$ cat config.mk
export PLATFORM = sky130hd
export DESIGN_NAME = layer_mac_scheduler
export DESIGN_NICKNAME = d
export VERILOG_FILES = /design/src/rtl/nn_pkg.sv /design/src/rtl/layer_mac_scheduler_mac.sv /design/src/rtl/layer_mac_scheduler.sv
export SDC_FILE = /design/constraint.sdc
export NUM_CORES = 1
export LEC_CHECK = 0
export CORE_ASPECT_RATIO = 2
export CORE_MARGIN = 2
export CORE_UTILIZATION = 26
export CTS_CLUSTER_SIZE = 24
export DETAILED_ROUTE_END_ITERATION = 10
export GPL_TIMING_DRIVEN = 0
export MAX_ROUTING_LAYER = met4
export PLACE_DENSITY = 0.41
export REMOVE_ABC_BUFFERS = 1
export SLEW_MARGIN = 20
export SYNTH_ARGS = -nofsm -noshare
export SYNTH_HDL_FRONTEND = slang
export SYNTH_SLANG_ARGS = --single-unit
export TNS_END_PERCENT = 1
$ cat constraint.sdc
create_clock -name clk -period 19.53 [get_ports clk]
set_clock_uncertainty 0.1 [all_clocks]
set_input_delay 4.8825 -clock clk [delete_from_list [all_inputs] [get_ports clk]]
set_output_delay 4.8825 -clock clk [all_outputs]
set_load 0.01 [all_outputs]
$ cat src/rtl/nn_pkg.sv
`default_nettype none
// ============================================================================
// Module      : nn_pkg
// Description : Shared types and helpers for the neural-network layer blocks:
//               scheduler state encoding, activation width, accumulator
//               sizing and the requantise/ReLU/clamp output function.
// Revision    : 1.0 - initial release
// ============================================================================
package nn_pkg;

    localparam int ACT_W = 8;

    typedef enum logic [2:0] {
        IDLE = 3'd0,
        BIAS = 3'd1,
        MAC  = 3'd2,
        WB   = 3'd3,
        DONE = 3'd4
    } state_t;

    // A 16-bit product summed n_in times, plus one bit of headroom for the bias.
    function automatic int acc_width(input int n_in);
        return 16 + $clog2(n_in) + 1;
    endfunction

    // Arithmetic shift, then ReLU at 0 and saturate at 127.
    function automatic logic [ACT_W-1:0] relu_clamp8(input logic signed [63:0] acc,
                                                     input int                 shift);
        logic signed [63:0] r;
        r = acc >>> shift;
        if (r < 64'sd0) begin
            return '0;
        end else if (r > 64'sd127) begin
            return 8'd127;
        end else begin
            return r[ACT_W-1:0];
        end
    endfunction

endpackage
`default_nettype wire

$ cat src/rtl/layer_mac_scheduler_mac.sv
`default_nettype none
// ============================================================================
// Module      : mac_acc_unit
// Description : Shared signed 8x8 multiply-accumulate. The first product of a
//               neuron is added to the sign-extended bias; later products are
//               added to the running sum. On the last product the requantised
//               and clamped result is captured in the output register.
// Revision    : 1.0 - initial release
// ============================================================================
module mac_acc_unit
    import nn_pkg::*;
#(
    parameter int ACC_W = 21,
    parameter int SHIFT = 0
) (
    input  logic                    clk,
    input  logic                    rst,
    input  logic                    i_en,
    input  logic                    i_first,
    input  logic                    i_last,
    input  logic signed [ACT_W-1:0] i_act,
    input  logic signed [ACT_W-1:0] i_w,
    input  logic signed [ACT_W-1:0] i_bias,
    output logic        [ACT_W-1:0] o_data
);

    logic signed [15:0]      w_prod;
    logic signed [ACC_W-1:0] w_prod_ext;
    logic signed [ACC_W-1:0] w_bias_ext;
    logic signed [ACC_W-1:0] w_base;
    logic signed [ACC_W-1:0] w_next;
    logic signed [ACC_W-1:0] r_acc;
    logic        [ACT_W-1:0] r_out;

    assign w_prod     = i_act * i_w;
    assign w_prod_ext = {{(ACC_W-16){w_prod[15]}}, w_prod};
    assign w_bias_ext = {{(ACC_W-ACT_W){i_bias[ACT_W-1]}}, i_bias};
    // The bias enters at the pre-shift scale, so it is simply the seed of the sum.
    assign w_base     = i_first ? w_bias_ext : r_acc;
    assign w_next     = w_base + w_prod_ext;

    // Accumulate every MAC cycle; capture the clamped result on the last one.
    always_ff @(posedge clk) begin
        if (rst) begin
            r_acc <= '0;
            r_out <= '0;
        end else if (i_en) begin
            r_acc <= w_next;
            if (i_last) begin
                r_out <= relu_clamp8({{(64-ACC_W){w_next[ACC_W-1]}}, w_next}, SHIFT);
            end
        end
    end

    assign o_data = r_out;

endmodule
`default_nettype wire

$ cat src/rtl/layer_mac_scheduler.sv
`default_nettype none
// ============================================================================
// Module      : layer_mac_scheduler
// Description : Fully-connected layer on one shared MAC. Walks N_OUT neurons,
//               each as BIAS (issue addresses), N_IN MAC cycles and one WB
//               cycle that strobes the 8-bit result. The weight address is a
//               running counter that spans all neurons contiguously.
// Revision    : 1.0 - initial release
// ============================================================================
module layer_mac_scheduler
    import nn_pkg::*;
#(
    parameter int N_IN  = 15,
    parameter int N_OUT = 16,
    parameter int SHIFT = 0,
    localparam int c_ACT_AW = (N_IN > 1) ? $clog2(N_IN) : 1,
    localparam int c_W_AW   = (N_IN * N_OUT > 1) ? $clog2(N_IN * N_OUT) : 1,
    localparam int c_B_AW   = (N_OUT > 1) ? $clog2(N_OUT) : 1
) (
    input  logic                    clk,
    input  logic                    reset,
    input  logic                    start,
    output logic [c_ACT_AW-1:0]     act_addr,
    input  logic signed [ACT_W-1:0] act_data,
    output logic [c_W_AW-1:0]       w_addr,
    input  logic signed [ACT_W-1:0] w_data,
    output logic [c_B_AW-1:0]       b_addr,
    input  logic signed [ACT_W-1:0] b_data,
    output logic                    out_valid,
    output logic [c_B_AW-1:0]       out_idx,
    output logic [ACT_W-1:0]        out_data,
    output logic                    busy,
    output logic                    done
);

    localparam int              c_ACC_W  = acc_width(N_IN);
    localparam logic [2:0]      c_S_IDLE = IDLE;
    localparam logic [2:0]      c_S_BIAS = BIAS;
    localparam logic [2:0]      c_S_MAC  = MAC;
    localparam logic [2:0]      c_S_WB   = WB;
    localparam logic [2:0]      c_S_DONE = DONE;
    localparam logic [c_ACT_AW-1:0] c_K_LAST = c_ACT_AW'(N_IN - 1);
    localparam logic [c_B_AW-1:0]   c_J_LAST = c_B_AW'(N_OUT - 1);

    logic [2:0]          r_state;
    logic [c_B_AW-1:0]   r_j;
    logic [c_ACT_AW-1:0] r_k;
    logic [c_ACT_AW-1:0] r_act_addr;
    logic [c_W_AW-1:0]   r_w_addr;
    logic [c_B_AW-1:0]   r_b_addr;
    logic                r_out_valid;
    logic [c_B_AW-1:0]   r_out_idx;
    logic                r_busy;
    logic                r_done;
    logic                w_mac_en;
    logic                w_mac_first;
    logic                w_mac_last;

    assign w_mac_en    = (r_state == c_S_MAC);
    assign w_mac_first = (r_k == '0);
    assign w_mac_last  = (r_k == c_K_LAST);

    // Scheduler: state sequencing, neuron/product counters and read addresses.
    always_ff @(posedge clk) begin
        if (reset) begin
            r_state     <= c_S_IDLE;
            r_j         <= '0;
            r_k         <= '0;
            r_act_addr  <= '0;
            r_w_addr    <= '0;
            r_b_addr    <= '0;
            r_out_valid <= 1'b0;
            r_out_idx   <= '0;
            r_busy      <= 1'b0;
            r_done      <= 1'b0;
        end else begin
            case (r_state)
                c_S_IDLE: begin
                    if (start) begin
                        r_state    <= c_S_BIAS;
                        r_j        <= '0;
                        r_act_addr <= '0;
                        r_w_addr   <= '0;
                        r_b_addr   <= '0;
                        r_busy     <= 1'b1;
                    end
                end
                c_S_BIAS: begin
                    r_state <= c_S_MAC;
                    r_k     <= '0;
                    // Prefetch the second operand pair so data arrives on MAC cycle 1.
                    if (N_IN > 1) begin
                        r_act_addr <= c_ACT_AW'(1);
                        r_w_addr   <= r_w_addr + 1'b1;
                    end
                end
                c_S_MAC: begin
                    if (w_mac_last) begin
                        r_state     <= c_S_WB;
                        r_out_valid <= 1'b1;
                        r_out_idx   <= r_j;
                    end else begin
                        r_k <= r_k + 1'b1;
                        // Stop issuing once the last operand pair is in flight.
                        if (32'(r_k) + 2 < N_IN) begin
                            r_act_addr <= r_act_addr + 1'b1;
                            r_w_addr   <= r_w_addr + 1'b1;
                        end
                    end
                end
                c_S_WB: begin
                    r_out_valid <= 1'b0;
                    if (r_j != c_J_LAST) begin
                        r_state    <= c_S_BIAS;
                        r_j        <= r_j + 1'b1;
                        r_b_addr   <= r_j + 1'b1;
                        r_act_addr <= '0;
                        r_w_addr   <= r_w_addr + 1'b1;
                    end else begin
                        r_state    <= c_S_DONE;
                        r_busy     <= 1'b0;
                        r_done     <= 1'b1;
                        r_act_addr <= '0;
                        r_w_addr   <= '0;
                        r_b_addr   <= '0;
                    end
                end
                c_S_DONE: begin
                    r_state <= c_S_IDLE;
                    r_done  <= 1'b0;
                end
                default: begin
                    r_state <= c_S_IDLE;
                end
            endcase
        end
    end

    mac_acc_unit #(
        .ACC_W (c_ACC_W),
        .SHIFT (SHIFT)
    ) u_mac (
        .clk     (clk),
        .rst     (reset),
        .i_en    (w_mac_en),
        .i_first (w_mac_first),
        .i_last  (w_mac_last),
        .i_act   (act_data),
        .i_w     (w_data),
        .i_bias  (b_data),
        .o_data  (out_data)
    );

    assign act_addr  = r_act_addr;
    assign w_addr    = r_w_addr;
    assign b_addr    = r_b_addr;
    assign out_valid = r_out_valid;
    assign out_idx   = r_out_idx;
    assign busy      = r_busy;
    assign done      = r_done;

endmodule
`default_nettype wire

======== Word-level counts from Yosys, hierarchy flattened ========
Cells that the tools add are included.
storage, ports and cells
  ROM bits ................................ 0
  output and inout port bits .............. 31
  register bits ........................... 63
  bits in latches ......................... 0
  bits of input ports ..................... 27
  bits in writable memories ............... 0
  memories ................................ 0
operators by class
  reductions and logical operators ........ 16
  mux-type cells .......................... 29
  $mul .................................... 1
  order comparisons ....................... 3
  divide/modulo/power cells ............... 0
  bitwise gates (word level) .............. 0
  shifts and indexed selects .............. 0
  eq/ne operators ......................... 12
  add/subtract/negate cells ............... 6
operator list
  kind                 number
  $mux 8               6
  $pmux 8 s4           1
  $mux 4               6
  $pmux 4 s2           3
  $add 21x16->21       1
  $gt 21x8->1 const B  1
  $lt 21x1->1 const B  1
  $mux 21              1
  $mul 8x8->16         1
  $pmux 4 s4           1
  $add 4x1->4 const B  3
  $ne 2x2->1 const B   6
  $pmux 3 s4           1
  $reduce_and 2->1     6
  $mux 3               3
  $add 8x1->8 const B  1
  $reduce_bool 2->1    4
  $eq 3x2->1 const B   2
  $pmux 1 s2           3
  $reduce_and 3->1     2
  $add 4x2->5 const B  1
  $lt 5x4->1 const B   1
  $eq 4x4->1 const B   1
  $logic_not 4->1      1
  other kinds (7)      10

======== Longest topological paths before layout ========
  depth in word-level cells ............... 6
  gate-level depth with buffers ........... 23
  gate-level depth less buffers ........... 22

======== Hierarchy ========
From an unflattened synthesis, not the netlist that was laid out.
unflattened totals
  cell total of the unflattened synthesis .. 753
  area total of the unflattened synthesis .. 6840.3 µm²
by module, submodules not included
  module               area an instance (µm²)  cells each  instances  seq. area each (µm²)
  mac_acc_unit         5253.8                  566         1          580.6
  layer_mac_scheduler  1586.5                  187         1          680.7

======== Least setup slack after synthesis ========
Ideal clock, no wire load.
  path type ............................... input port to flip-flop
  from .................................... input act_data[7]
  to ...................................... register u_mac.r_out[6], in the netlist u_mac.o_data[6]
  arrival time ............................ 10.036 ns
  required time ........................... 19.310 ns
  buffers on the path ..................... 1
  path slack .............................. 9.274 ns
  cell stages on the path ................. 18
  cells stage by stage .................... and2_1 > inv_1 > fa_1 > inv_1 > fa_1 > fa_1 > fa_1 > fa_1 > ha_1 > buf_6 > and3_1 > a221oi_2 > xnor2_1 > nor4_2 > nand2_1 > nor4b_2 > a311oi_2 > a211o_1
between the ends
  word-level cells in the longest chain between the ends .. 5
RTL lines
  what                  line                           RTL
  start, declared       layer_mac_scheduler.sv:24      input logic signed [ACT_W-1:0] act_data,
  $mul 8x8->16 (*)      layer_mac_scheduler_mac.sv:35  assign w_prod = i_act * i_w;
  $add 21x16->21 (*)    layer_mac_scheduler_mac.sv:40  assign w_next = w_base + w_prod_ext;
  $gt 21x8->1           nn_pkg.sv:33                   end else if (r > 64'sd127) begin
  $mux 8                nn_pkg.sv:33
  $mux 8 (*)            nn_pkg.sv:31                   if (r < 64'sd0) begin
  end signal, assigned  layer_mac_scheduler_mac.sv:50  r_out <= relu_clamp8({{(64-ACC_W){w_next[ACC_W-1]}}, w_next}, SHIFT);
  end, declared         layer_mac_scheduler_mac.sv:33  logic [ACT_W-1:0] r_out;
Mark *: on every way between the ends. The rest lies on a longest branch, timed or not.
A chain may end at the register's enable or synchronous reset.

======== Worst setup path in the final report ========
  from .................................... input w_data[0]
  to ...................................... register u_mac.r_out[1], in the netlist u_mac.o_data[1]
between the ends
  word-level cells in the longest chain between the ends .. 5
RTL lines
  what                line                           RTL
  start, declared     layer_mac_scheduler.sv:26      input logic signed [ACT_W-1:0] w_data,
  $mul 8x8->16 (*)    layer_mac_scheduler_mac.sv:35
  $add 21x16->21 (*)  layer_mac_scheduler_mac.sv:40
  $gt 21x8->1         nn_pkg.sv:33
  $mux 8              nn_pkg.sv:33
  $mux 8 (*)          nn_pkg.sv:31
Marked as above.

==> impl_summary.md <==
CTS
For this design, the sink count on the clock tree is 63. Counting along the longest clock path gives a buffer depth of 2. The H-tree generated during clock tree synthesis spans 3 levels.

The library cell used as clock root buffer is sky130_fd_sc_hd__clkbuf_16. The clock tree from TritonCTS is done. The TritonCTS buffer count is 9.

Clock-pin slew was measured on the worst setup and hold paths at 60 ps. After clock tree synthesis, the repair step resized 0 gates. The clock reaches the later pin of the worst-skew pair after 330 ps. The post-CTS setup buffer count is 0. The count of hold-fix buffers inserted at cts is 0.

Route
In this run the remaining antenna-violating nets after routing total 0. The detailed router put a total of 6140 µm of wire on met1. The number of DRC violations after detailed-routing iteration 0 is 161. The via count is 4,974.

The routed length on met2 is 10,700 µm. The post-detailed-routing wire length is 17,500 µm. The highest metal layer carrying signal wires in the routed design is met4.

The routed length per instance is 15.7 µm. After detailed routing, the number of remaining DRC violations is 0. The total length of routed met3 wires is 295 µm. After detailed routing, the number of vias per cell comes to 4.46. The number of detailed-route iterations in the first pass is 4.

Critical path
The worst setup path is launched from a primary input. The highest net fanout along the worst path is 13. The worst setup path startpoint is w_data[0].

The cell count of the worst reg-to-reg path is 22. STA classifies the critical path endpoint as a flip-flop. In this run the critical register-to-register path is launched from r_k[0].

Across all register-to-register paths, the minimum setup slack is 12,310 ps. The capture point of the worst reg-to-reg path is u_mac.o_data[1]. The critical path data arrival time is 11,510 ps.

The critical path start-end classification is in -> reg. At the worst endpoint, the required time is 19,640 ps.

Hold path
The number of stages on the worst hold path is 2. The type of the worst min-delay path is reg -> reg. The endpoint of the worst hold-timing path is u_mac.r_acc[10]. The hold path startpoint is u_mac.r_acc[10].

STA
Dividing the final minimum period by the clock period gives 58.4%. Measured against its own limit, the worst slew margin works out to 30.2%. Across all hold checks on the routed design, the worst slack comes to 355 ps.

Setup repair after global routing left no endpoint under its margin. The final worst-path setup slack is 8130 ps. Timing would allow up to 87.7 MHz. In the final timing run, aggregate negative setup slack is 0 ps.

At the pin with the least slew margin, the transition time is 1050 ps. The final number of max-transition violations came to 0. The hold violation count in the final report came to 0. The clock period minus worst slack is 11,400 ps. Setup violations remaining at the end of the flow were counted as 0.

Logic synthesis
The synthesized netlist devotes 38.5% of its cell area to adder and majority cells. Of the total synthesized cell area, the portion taken by AND, OR, NAND and NOR gates is 17.4%. The post-synthesis cell type count is 59. Summing the areas of all compound-gate instances in the mapped netlist gives 11.5% of the synthesized area.

sky130_fd_sc_hd__inv_1 is the most common cell in the netlist. Synthesis produced a netlist whose cell count is 724. After synthesis, the largest family of logic cells by area is adder cells. Of the post-synthesis cell area, the dominant cell type holds 28.2%. The number of flops mapped to enable cells by yosys is 0. The share of the yosys chip area belonging to registers is 19.3%. The number of warnings printed during yosys synthesis is 0. Sorting the synthesized cells by how often they occur yields 98 x sky130_fd_sc_hd__inv_1, 92 x sky130_fd_sc_hd__fa_1, 69 x sky130_fd_sc_hd__nand2_1, 68 x sky130_fd_sc_hd__nor2_1, 63 x sky130_fd_sc_hd__dfxtp_1. Summing the areas of all xor and xnor instances in the mapped netlist gives 4.16% of the synthesized area. After synthesis the cells add up to 0.00653 mm². The dominant register cell in the synthesized netlist is sky130_fd_sc_hd__dfxtp_1. The proportion of synthesized area in mux cells is 2.03%. Ranked by total cell area, the synthesized netlist is headed by sky130_fd_sc_hd__fa_1 28%, sky130_fd_sc_hd__dfxtp_1 19%, sky130_fd_sc_hd__ha_1 10%, sky130_fd_sc_hd__inv_1 5.6%, sky130_fd_sc_hd__nand2_1 4.0%. The async set-reset flop share out of synthesis is 0%. In this run, synthesis produced a sequential element count of 63.

The biggest area contributor in the post-synthesis netlist is sky130_fd_sc_hd__fa_1. Averaged over all synthesized cells, the footprint is 9.02 µm².

Cells and area
The number of antenna diodes in the final layout is 0. The finished cells cover 0.00780 mm². The layout filler cell count is 2,676. The share of cells above drive strength 1 is 4.11%.

The count of placed standard cells in the final layout, fillers left out is 1,114. Compared with the post-synthesis result, the final layout area differs by 19.5%. The final layout contains 946 nets.

Placement
The number of placed instances with taps included is 1,098. Timing analysis after detailed placement gives a worst setup slack of 7640 ps. The post-placement cell area is 0.00747 mm². The total of buffers placed on input and output ports is 57. The placed wire-length estimate is 14,700 µm. The congestion estimate from routability-driven global placement came to 0.794.

Floorplanning
The die area is 0.0265 mm². The core region is 0.0249 mm². The number of top-level pins is 58. Once the floorplan was initialized, standard cells occupied 26.2% of the core. Measured along the x axis, the die boundary spans 116 µm.

The standard-cell row count is 82. The die height is 228 µm.

GRT
The number of antenna violations at the first check in global routing is 0. The overall routing resource usage is 14.7%. The total grt overflow is 0. The pin count of the biggest net entering global routing is 31. The first global-routing pass estimated 29,600 µm of wire. The number of global-route vias before repair was 5,639.

Power and ir drop
The static leakage power is 3.42 nW. Power spread over the standard cell area amounts to 189 mW/mm². The worst-case IR drop observed on VDD is 0.0868 mV.

Flow run
The max-cap check violation count is 0.

Status
The flow ran to the end, and the final reports show no timing, DRC or antenna violations.
final cells by class:
cell class / instances / area [µm²] / share of cell area [%]
Sequential cell: 63 / 1260 / 16.2
Inverter: 99 / 372 / 4.76
Tap cell: 336 / 420 / 5.39
Clock inverter: 6 / 109 / 1.39
Timing Repair Buffer: 59 / 597 / 7.65
Multi-Input combinational cell: 541 / 4820 / 61.7
Clock buffer: 10 / 229 / 2.93
placed cells by master (no fill, tap or decap), types with 10 or more instances in the layout:
master,count
sky130_fd_sc_hd__a21oi_1,47
sky130_fd_sc_hd__inv_1,98
sky130_fd_sc_hd__xor2_1,14
sky130_fd_sc_hd__o21ai_0,17
sky130_fd_sc_hd__fa_1,92
sky130_fd_sc_hd__mux2i_1,11
sky130_fd_sc_hd__and2_1,36
sky130_fd_sc_hd__nand3_1,10
sky130_fd_sc_hd__nand2_1,69
sky130_fd_sc_hd__dfxtp_1,63
sky130_fd_sc_hd__xnor2_1,17
sky130_fd_sc_hd__nor2_1,67
sky130_fd_sc_hd__ha_1,54
sky130_fd_sc_hd__nor3_1,14
sky130_fd_sc_hd__clkdlybuf4s50_1,56
through the flow:
step           power (W)  util [%]
2_1_floorplan    0.00100         -
3_3_place_gp     0.00131      29.8
3_5_place_dp     0.00131      29.9
4_1_cts          0.00150      31.3
5_1_grt          0.00164      31.3
6_report         0.00147      31.3
worst max path at each step:
| stage | depth (start not counted) | slack (ps) | to |
|---|---|---|---|
| global placement | 18 | 7620 | u_mac.o_data[0] |
| global route | 18 | 7640 | u_mac.o_data[0] |
| CTS | 18 | 7960 | u_mac.o_data[1] |
| finish | 18 | 8130 | u_mac.o_data[1] |
| detailed placement | 18 | 7640 | u_mac.o_data[0] |
| floorplan | 17 | 9290 | u_mac.o_data[6] |
routing by layer:
metal,global-route usage [%],vias to the layer above
met5,-,-
met4,3.79,0
met3,1.35,21
met2,29.1,56
met1,14.7,2443
li1,-,2454
cells by family (layout without fill, tap and decap cells):
logic type / count (synthesis) / in the layout
simple gates: 236 / 236
mux: 13 / 13
flops: 63 / 63
fa+ha+maj: 146 / 146
xor+xnor: 31 / 31
buf+inv: 120 / 174
compound gates: 115 / 115
where the power goes:
group / switching, W / internal, W / total, W
clock: 0.0000576 / 0.000124 / 0.000182
sequential: 0.0000141 / 0.000146 / 0.000160
combinational: 0.000675 / 0.000457 / 0.00113
total: 0.000747 / 0.000727 / 0.00147
registers in the layout (all words and copies together), names as in the netlist:
register	count
u_mac.r_acc	21
u_mac.o_data	8
w_addr	8
act_addr	4
b_addr	4
out_idx	4
r_j	4
r_k	4
r_state	3
busy	1
done	1
out_valid	1
worst max-delay path, stage by stage:
cell and delay (ps):
sky130_fd_sc_hd__clkdlybuf4s50_1 610, sky130_fd_sc_hd__and2_1 270, sky130_fd_sc_hd__inv_1 590, sky130_fd_sc_hd__fa_1 550
sky130_fd_sc_hd__inv_1 90, sky130_fd_sc_hd__fa_1 440, sky130_fd_sc_hd__fa_1 490, sky130_fd_sc_hd__fa_1 530
sky130_fd_sc_hd__fa_1 500, sky130_fd_sc_hd__ha_1 300, sky130_fd_sc_hd__nor4_1 270, sky130_fd_sc_hd__o21ai_0 170
sky130_fd_sc_hd__a2111o_1 430, sky130_fd_sc_hd__a41o_1 230, sky130_fd_sc_hd__a21oi_1 170, sky130_fd_sc_hd__xor2_1 370
sky130_fd_sc_hd__a311oi_2 290, sky130_fd_sc_hd__a221o_1 330
Power figures use the tool's default switching activity.
